==> src/rtl/user_sobel_fetch_sched.sv <==
// user_sobel_fetch_sched: walks interior pixel centres, fetches each neighbourhood over OBI, hands windows to the Sobel datapath.
// Define USER_SOBEL_FETCH_CENTER_EN to also fetch the centre pixel (9-pixel windows instead of 8).
module user_sobel_fetch_sched #(
  parameter int AddrWidth = 32,
  parameter int DataWidth = 32,
  parameter int DimWidth = 10,
`ifdef USER_SOBEL_FETCH_CENTER_EN
  localparam int NPIX = 9
`else
  localparam int NPIX = 8
`endif
) (
  input  logic                   clk_i,
  input  logic                   rst_i,
  input  logic                   start_i,
  input  logic [AddrWidth-1:0]   base_addr_i,
  input  logic [DimWidth-1:0]    img_w_i,
  input  logic [DimWidth-1:0]    img_h_i,
  output logic                   busy_o,
  output logic                   done_o,
  output logic                   err_o,
  output logic                   obi_req_o,
  input  logic                   obi_gnt_i,
  output logic [AddrWidth-1:0]   obi_addr_o,
  output logic                   obi_we_o,
  output logic [3:0]             obi_be_o,
  output logic [DataWidth-1:0]   obi_wdata_o,
  input  logic                   obi_rvalid_i,
  input  logic [DataWidth-1:0]   obi_rdata_i,
  input  logic                   obi_err_i,
  output logic                   win_valid_o,
  input  logic                   win_ready_i,
  output logic [8*NPIX-1:0]      win_pix_o,
  output logic [DimWidth-1:0]    win_x_o,
  output logic [DimWidth-1:0]    win_y_o
);
  typedef enum logic [2:0] {IDLE, ADDR, RESP, OUT, DONE} state_t;
  state_t state;
  logic [AddrWidth-1:0] base;
  logic [DimWidth-1:0] w, h, x, y, nx, ny;
  logic [3:0] k;
  logic [NPIX-1:0][7:0] pix;
  logic xe, last, unused_rdata;
  assign obi_we_o = 1'b0;
  assign obi_be_o = 4'hF;
  assign obi_wdata_o = '0;
  assign win_pix_o = pix;
  assign unused_rdata = ^obi_rdata_i[DataWidth-1:8];
  // Slot kk maps to raster position p in the 3x3 neighbourhood; without centre fetch p skips 4.
  function automatic logic [AddrWidth-1:0] addr_f(input logic [AddrWidth-1:0] b,
      input logic [DimWidth-1:0] wd, cx, cy, input logic [3:0] kk);
    logic [3:0] p;
    logic [DimWidth-1:0] r, c;
    logic [2*DimWidth-1:0] off;
    p = (NPIX == 9 || kk < 4'd4) ? kk : kk + 4'd1;
    r = cy + DimWidth'(p / 4'd3) - DimWidth'(1);
    c = cx + DimWidth'(p % 4'd3) - DimWidth'(1);
    off = {{DimWidth{1'b0}}, r} * {{DimWidth{1'b0}}, wd} + {{DimWidth{1'b0}}, c};
    return b + AddrWidth'({off, 2'b00});
  endfunction
  always_comb begin
    xe = x == w - DimWidth'(2);
    last = xe && y == h - DimWidth'(2);
    nx = xe ? DimWidth'(1) : x + DimWidth'(1);
    ny = xe ? y + DimWidth'(1) : y;
  end
  always_ff @(posedge clk_i) begin
    if (rst_i) begin
      state <= IDLE;
      base <= '0;
      w <= '0;
      h <= '0;
      x <= '0;
      y <= '0;
      k <= '0;
      pix <= '0;
      busy_o <= 1'b0;
      done_o <= 1'b0;
      err_o <= 1'b0;
      obi_req_o <= 1'b0;
      obi_addr_o <= '0;
      win_valid_o <= 1'b0;
      win_x_o <= '0;
      win_y_o <= '0;
    end else begin
      done_o <= 1'b0;
      case (state)
        IDLE: if (start_i) begin
          base <= base_addr_i;
          w <= img_w_i;
          h <= img_h_i;
          err_o <= 1'b0;
          x <= DimWidth'(1);
          y <= DimWidth'(1);
          k <= '0;
          if (img_w_i < DimWidth'(3) || img_h_i < DimWidth'(3)) begin
            done_o <= 1'b1;
            state <= DONE;
          end else begin
            busy_o <= 1'b1;
            obi_req_o <= 1'b1;
            obi_addr_o <= addr_f(base_addr_i, img_w_i, DimWidth'(1), DimWidth'(1), 4'd0);
            state <= ADDR;
          end
        end
        ADDR: if (obi_gnt_i) begin
          obi_req_o <= 1'b0;
          state <= RESP;
        end
        RESP: if (obi_rvalid_i) begin
          if (obi_err_i) begin
            err_o <= 1'b1;
            busy_o <= 1'b0;
            done_o <= 1'b1;
            state <= DONE;
          end else begin
            pix[k[$clog2(NPIX)-1:0]] <= obi_rdata_i[7:0];
            if (k == 4'(NPIX - 1)) begin
              win_valid_o <= 1'b1;
              win_x_o <= x;
              win_y_o <= y;
              state <= OUT;
            end else begin
              k <= k + 4'd1;
              obi_req_o <= 1'b1;
              obi_addr_o <= addr_f(base, w, x, y, k + 4'd1);
              state <= ADDR;
            end
          end
        end
        OUT: if (win_ready_i) begin
          win_valid_o <= 1'b0;
          if (last) begin
            busy_o <= 1'b0;
            done_o <= 1'b1;
            state <= DONE;
          end else begin
            x <= nx;
            y <= ny;
            k <= '0;
            obi_req_o <= 1'b1;
            obi_addr_o <= addr_f(base, w, nx, ny, 4'd0);
            state <= ADDR;
          end
        end
        DONE: state <= IDLE;
        default: state <= IDLE;
      endcase
    end
  end
endmodule
==> config.mk <==
export PLATFORM = sky130hd
export DESIGN_NAME = user_sobel_fetch_sched
export DESIGN_NICKNAME = d
export VERILOG_FILES = /design/src/rtl/user_sobel_fetch_sched.sv
export SDC_FILE = /design/constraint.sdc
export NUM_CORES = 1
export LEC_CHECK = 0
export ABC_AREA = 1
export CAP_MARGIN = 20
export CORE_MARGIN = 1.5
export CORE_UTILIZATION = 53
export CTS_BUF_LIST = sky130_fd_sc_hd__clkbuf_4 sky130_fd_sc_hd__clkbuf_8
export CTS_CLUSTER_DIAMETER = 200
export CTS_CLUSTER_SIZE = 28
export DETAILED_ROUTE_END_ITERATION = 16
export GPL_TIMING_DRIVEN = 0
export HOLD_SLACK_MARGIN = 0.02
export PLACE_DENSITY = 0.89
export RECOVER_POWER = 25
export REMOVE_ABC_BUFFERS = 1
export SLEW_MARGIN = 20
export SYNTH_ARGS = -nofsm -noshare
export SYNTH_HDL_FRONTEND = slang
export SYNTH_SLANG_ARGS = --single-unit
==> constraint.sdc <==
create_clock -name clk_i -period 31.4 [get_ports clk_i]
set_clock_uncertainty 0.15 [all_clocks]
set_input_delay 4.71 -clock clk_i [delete_from_list [all_inputs] [get_ports clk_i]]
set_output_delay 4.71 -clock clk_i [all_outputs]
set_load 0.01 [all_outputs]
* Word-level counts from Yosys, hierarchy flattened
Cells that the tools add are included.
** Word-level totals
- ROM bits :: 0
- Memories :: 0
- Memory bits (writable) :: 0
- Bits of input ports :: 91
- Word-level logic and storage cells :: 153
- Bits in latches :: 0
- Bits in registers :: 200
** Cells by class
- Eq/ne operators :: 17
- $mul :: 2
- Order comparisons :: 5
- Bitwise logic cells :: 1
- Add/sub/neg operators :: 16
- Shift-type cells :: 0
- Reductions and logical operators :: 20
- Mux-type cells :: 67
- Divide/modulo/power cells :: 2
** Operators with widths (number)
- 2-to-1 mux 32 bit :: 7
- one-hot mux 32 bit (3 select lines) :: 1
- 2-to-1 mux 10 bit :: 7
- adder 32 x 22 -> 32 bit :: 2
- bitwise mux 64 bit :: 1
- adder 20 x 10 -> 20 bit :: 2
- multiplier 10 x 10 -> 20 bit :: 2
- one-hot mux 10 bit (2 select lines) :: 2
- subtractor 10 x 1 -> 10 bit, second input constant :: 4
- 2-to-1 mux 4 bit :: 7
- 2-to-1 mux 1 bit :: 25
- demux 8 bit (select 3 bit) :: 1
- != test 2 bit, second input constant :: 11
- 2-to-1 mux 3 bit :: 7
- adder 10 x 1 -> 10 bit, second input constant :: 2
- adder 10 bit :: 2
- == test 10 bit :: 2
- less-than comparator 10 x 2 -> 1 bit, second input constant :: 2
- subtractor 10 x 2 -> 10 bit, second input constant :: 2
- AND reduction 4 bit :: 4
- AND reduction 7 bit :: 2
- one-hot mux 3 bit (4 select lines) :: 1
- one-hot mux 4 bit (3 select lines) :: 1
- divider 4 x 2 -> 10 bit, second input constant :: 1
- other kinds (25) :: 32

* Logic depth before layout (Yosys ltp)
- Word-level depth :: 13
- Gate-level depth with buffers :: 69
- Gate-level depth less buffers :: 69

* Worst setup path before layout
Ideal clock, no wire load.
- Path kind :: register to register
- Start point :: register k[1]
- End point :: register obi_addr_o[27]
- Buffers on the path :: 0
- Data arrival time :: 9.718 ns
- Clock period less this slack :: 10.000 ns
- Stages on the path, launching flop included :: 60
- Path slack :: 21.400 ns
- Setup time :: 0.132 ns
- Cells stage by stage :: dfxtp_1 -> ha_1 -> nand2_2 -> xor2_1 -> nand2_1 -> nand2_1 -> xor2_1 -> inv_1 -> ha_1 -> ha_1 -> nor2_1 -> nand2_1 -> and2_1 -> ha_1 -> inv_1 -> nand2_1 -> nor2_2 -> nand2_1 -> (+24 left out) -> a21oi_1 -> o21ai_0 -> inv_1 -> o21ai_0 -> xor2_1 -> o21ai_0 -> inv_1 -> ha_1 -> nand2_1 -> nor3_1 -> nand3b_1 -> nand3_1 -> nand2_1 -> xor2_1 -> nand2_1 -> nand2_1 -> nand2_1 -> a21oi_1
** Between the ends
- Cells in the longest elaborated chain, start to end :: 13
- Elaborated cells on any way between the ends :: 20
** RTL lines
- start: declaration :: line 41 : logic [3:0] k;
- start signal: assignment :: line 124 : k <= k + 4'd1;
- adder 4 x 1 -> 4 bit :: line 126 : obi_addr_o <= addr_f(base, w, x, y, k + 4'd1);
- adder 4 x 1 -> 4 bit or less-than comparator 4 x 3 -> 1 bit (tied branches) :: line 55 : p = (NPIX == 9 || kk < 4'd4) ? kk : kk + 4'd1;
- 2-to-1 mux 4 bit :: line 55
- divider 4 x 2 -> 10 bit :: line 56 : r = cy + DimWidth'(p / 4'd3) - DimWidth'(1);
- adder 10 bit :: line 56
- subtractor 10 x 1 -> 10 bit :: line 56
- multiplier 10 x 10 -> 20 bit :: line 58 : off = {{DimWidth{1'b0}}, r} * {{DimWidth{1'b0}}, wd} + {{DimWidth{1'b0}}, c};
- adder 20 x 10 -> 20 bit :: line 58
- adder 32 x 22 -> 32 bit :: line 59 : return b + AddrWidth'({off, 2'b00});
- 2-to-1 mux 32 bit :: line 118 : if (k == 4'(NPIX - 1)) begin
- 2-to-1 mux 32 bit :: line 111 : if (obi_err_i) begin
- 2-to-1 mux 32 bit :: line 110 : RESP: if (obi_rvalid_i) begin
- one-hot mux 32 bit (3 select lines) :: line 87 : case (state)
- end signal: assignment :: line 102 : obi_addr_o <= addr_f(base_addr_i, img_w_i, DimWidth'(1), DimWidth'(1), 4'd0);
- end signal: assignment :: line 126
- end signal: assignment :: line 142 : obi_addr_o <= addr_f(base, w, nx, ny, 4'd0);
- end: declaration :: line 24 : output logic [AddrWidth-1:0] obi_addr_o,
Several ways; a longest one is shown, not always the timed one. The select of a mux whose other input is x is not followed.
A chain may end at the register's enable or synchronous reset.

* Final worst setup path
- Start point :: register k[0]
- End point :: register obi_addr_o[31]
The elaborated chain is that of the path after synthesis.

==> results.py <==
metrics = {
    "status": {
        "status": "finished, violations left",
        "violations": "max-capacitance violations, max-slew violations",
    },
    "logic_synthesis": {
        "ys_warn_count": 0,
        "syn_inst": 2740,
        "synthTopCellsByArea": "dfxtp_1 (20%), fa_1 (15%), ha_1 (12%)",
        "yosysSeqAreaShare": 0.205,
        "synthArstFlopShare": 0,
        "ys_types": 55,
        "synth_edf_count": 0,
        "yosysTopAreaCell": "dfxtp_1",
        "syn-mean-instance-area_um2": 7.14,
        "synth_area_mm2": 0.0196,
        "synth_ff_type": "dfxtp_1",
        "synth_top_area_share": 0.205,
        "ys_ff_latch": 200,
    },
    "detailed_routing": {
        "wl_per_cell_um": 16.9,
        "maxUsedRoutingLayer": "met5",
        "vias": 18600,
        "wirelength_um": 56300,
        "dr.pass1.iters": 5,
        "viasPerCell": 5.57,
        "drtIter0Drc": 1516,
        "wl_met1_um": 22900,
        "dr_wl_met3_um": 4860,
        "final_antenna_net_count": 0,
        "drc_errors": 0,
        "dr_wl_met2_um": 26800,
    },
    "clocking": {
        "post_cts_buffers": 0,
        "clk_pin_slew_ps": 130,
        "holdBufCountCts": 0,
        "cts_resized": 0,
        "cts.root.buffer_cell": "clkbuf_8",
        "cts_buffers": 17,
        "cts_buffer_depth": 2,
        "cts_max_level": 4,
        "cts.sink_count": 200,
        "insertion_delay_ps": 540,
        "cts_tree": "built",
    },
    "finish": {
        "fin_nets": 3279,
        "utilization": 0.601,
        "area_delta_synth_final_pct": 12.1,
        "drive_gt1_frac": 0.0380,
    },
    "placement": {
        "place_hpwl_um": 43700,
        "portBuffers": 187,
        "gp_congestion": 0.988,
        "dpl_worst_slack_ps": 19310,
    },
    "setup_path": {
        "crit_type": "reg2reg",
        "arrival_ps": 12630,
        "required_ps": 31570,
        "slowest_stage": "dfxtp_1",
        "critPathMaxStageDelay_ps": 640,
        "start_kind": "register",
        "path_max_fanout": 11,
        "crit_path_end_kind": "register",
        "crit_top_cell": "nand2_1",
    },
    "floorplanning": {
        "fp.dieH_um": 195,
        "die_w_um": 195,
        "io_pins": 249,
        "num_rows": 70,
        "coreArea_mm2": 0.0365,
        "die-area_mm2": 0.0381,
        "start_util": 0.536,
    },
    "grt": {
        "globalRoute.totalOverflow": 0,
        "track_usage": 0.298,
        "grt_max_degree": 119,
        "antenna_found_initial": 2,
        "grt_first_pass_wirelength_um": 91600,
        "grt_pass1_vias": 18400,
    },
    "sta": {
        "min_period_ps": 12460,
        "post-route-period-util": 0.397,
        "max_freq_mhz": 80.3,
        "rsz0062_at_grt": "false",
        "slew-limit-headroom": -1.07,
        "report.final.hold_viol_count": 0,
        "worst_slack_ps": 18940,
        "worst_slew_pin_slew_ps": 3090,
        "fin_hold_ws_ps": 321,
        "final_max_slew_viol_count": 229,
        "finalSetupTns_ps": 0,
        "setup_violations": 0,
    },
    "flow_run": {
        "max-cap-violations": 4,
    },
    "worst_hold_path": {
        "hold_class": "reg2reg",
    },
}
## layout make-up
type | count | area (µm²)
diodes | 1 | 2.50
clock buffers | 17 | 234
clock inverters | 15 | 183
fillers | 3300 | 14600
inverters | 409 | 1540
multi-input cells | 2032 | 13500
flip-flops and latches | 200 | 4000
well taps | 468 | 586
repair buffers | 192 | 1940
## flip-flops by register name, summed over array words and instances (netlist names)
| register | flops |
|---|---|
| base | 32 |
| busy_o | 1 |
| done_o | 1 |
| err_o | 1 |
| h | 10 |
| k | 4 |
| obi_addr_o | 32 |
| obi_req_o | 1 |
| state | 3 |
| w | 10 |
| win_pix_o | 64 |
| win_valid_o | 1 |
| win_x_o | 10 |
| win_y_o | 10 |
| x | 10 |
| y | 10 |
## cells in the final DEF, fill, tap and decap left out, types with 4 or more instances in the layout
cell             instances
or2_2                   11
conb_1                  37
inv_8                    4
nor2_2                  10
xor2_1                  43
o21bai_1                11
nand3_2                  7
clkdlybuf4s50_1        184
nor4_1                   5
nand2_1                574
nand4_1                 25
nand2_4                  5
a21oi_1                281
nor2_1                 215
fa_1                   147
xnor2_1                 23
nor3_1                  21
a31oi_1                  7
o21ai_0                207
nand3b_1                 4
o31ai_1                  4
dfxtp_1                200
inv_1                  394
nand3_1                144
o211ai_1                 4
nor2_4                   4
clkbuf_8                17
a21o_1                   7
nand2_2                 16
ha_1                   189
inv_6                    4
inv_2                    8
clkinv_1                 4
## path summary, 6_finish.rpt
path,slack [ps],start,to,cells past startpoint
worst max register to register,18940,k[0],obi_addr_o[31],59
worst max-delay path,18940,k[0],obi_addr_o[31],59
worst min-delay path,320,obi_addr_o[16],obi_addr_o[16],2
worst min register to register,320,obi_addr_o[16],obi_addr_o[16],2
## worst max-delay path: cells and delay by family, from the launching register on
family	cells	cell delay, ps
adders and majority gates	14	4890
and+or+nand+nor	24	3260
AOI/OAI and AO/OA	11	2110
buffers and inverters	9	850
DFF	1	640
xor gates and xnor gates	1	320
## layer usage
layer | vias up | track usage
li1 | 8920 | -
met4 | 2 | 0.118
met5 | - | 0
met3 | 147 | 0.0599
met2 | 825 | 0.502
met1 | 8687 | 0.376
## through the flow
step | cells | area [µm²]
4_1_cts | 3333 | 22000
6_report | 3334 | 21900
3_3_place_gp | 3296 | 21400
5_1_grt | 3334 | 21900
2_1_floorplan | 2641 | 19000
3_5_place_dp | 3301 | 21600
## cells in the mapped netlist, types with 3 or more instances
library cell / number
o21bai_1: 11
xor2_1: 43
o21ai_0: 207
nor3_1: 21
dfxtp_1: 200
buf_1: 7
nor2_2: 11
nand2_4: 6
o31ai_1: 4
clkbuf_1: 70
inv_1: 396
a31oi_1: 7
nor2_1: 216
buf_4: 40
o211ai_1: 4
nand4_1: 25
inv_2: 6
xnor2_1: 23
nand2_2: 16
nand3b_1: 4
buf_2: 9
nand3_2: 7
a21oi_1: 281
clkinv_1: 6
and3_1: 3
ha_1: 189
buf_6: 8
a21o_1: 7
nand3_1: 144
or2_2: 11
nand2_1: 573
nor4_1: 5
fa_1: 147
## cell families after synthesis
logic type,Yosys count,share of synthesized area
AOI/OAI and AO/OA,534,0.142
DFF,200,0.205
xor gates and xnor gates,69,0.0332
adders and majority gates,336,0.271
and+or+nand+nor,1056,0.233
other,2,0.000384
buffers and inverters,543,0.116
Power is left out: the tool's default activity adds up to more than one toggle a clock period on the data nets, which glitch-free logic cannot reach.
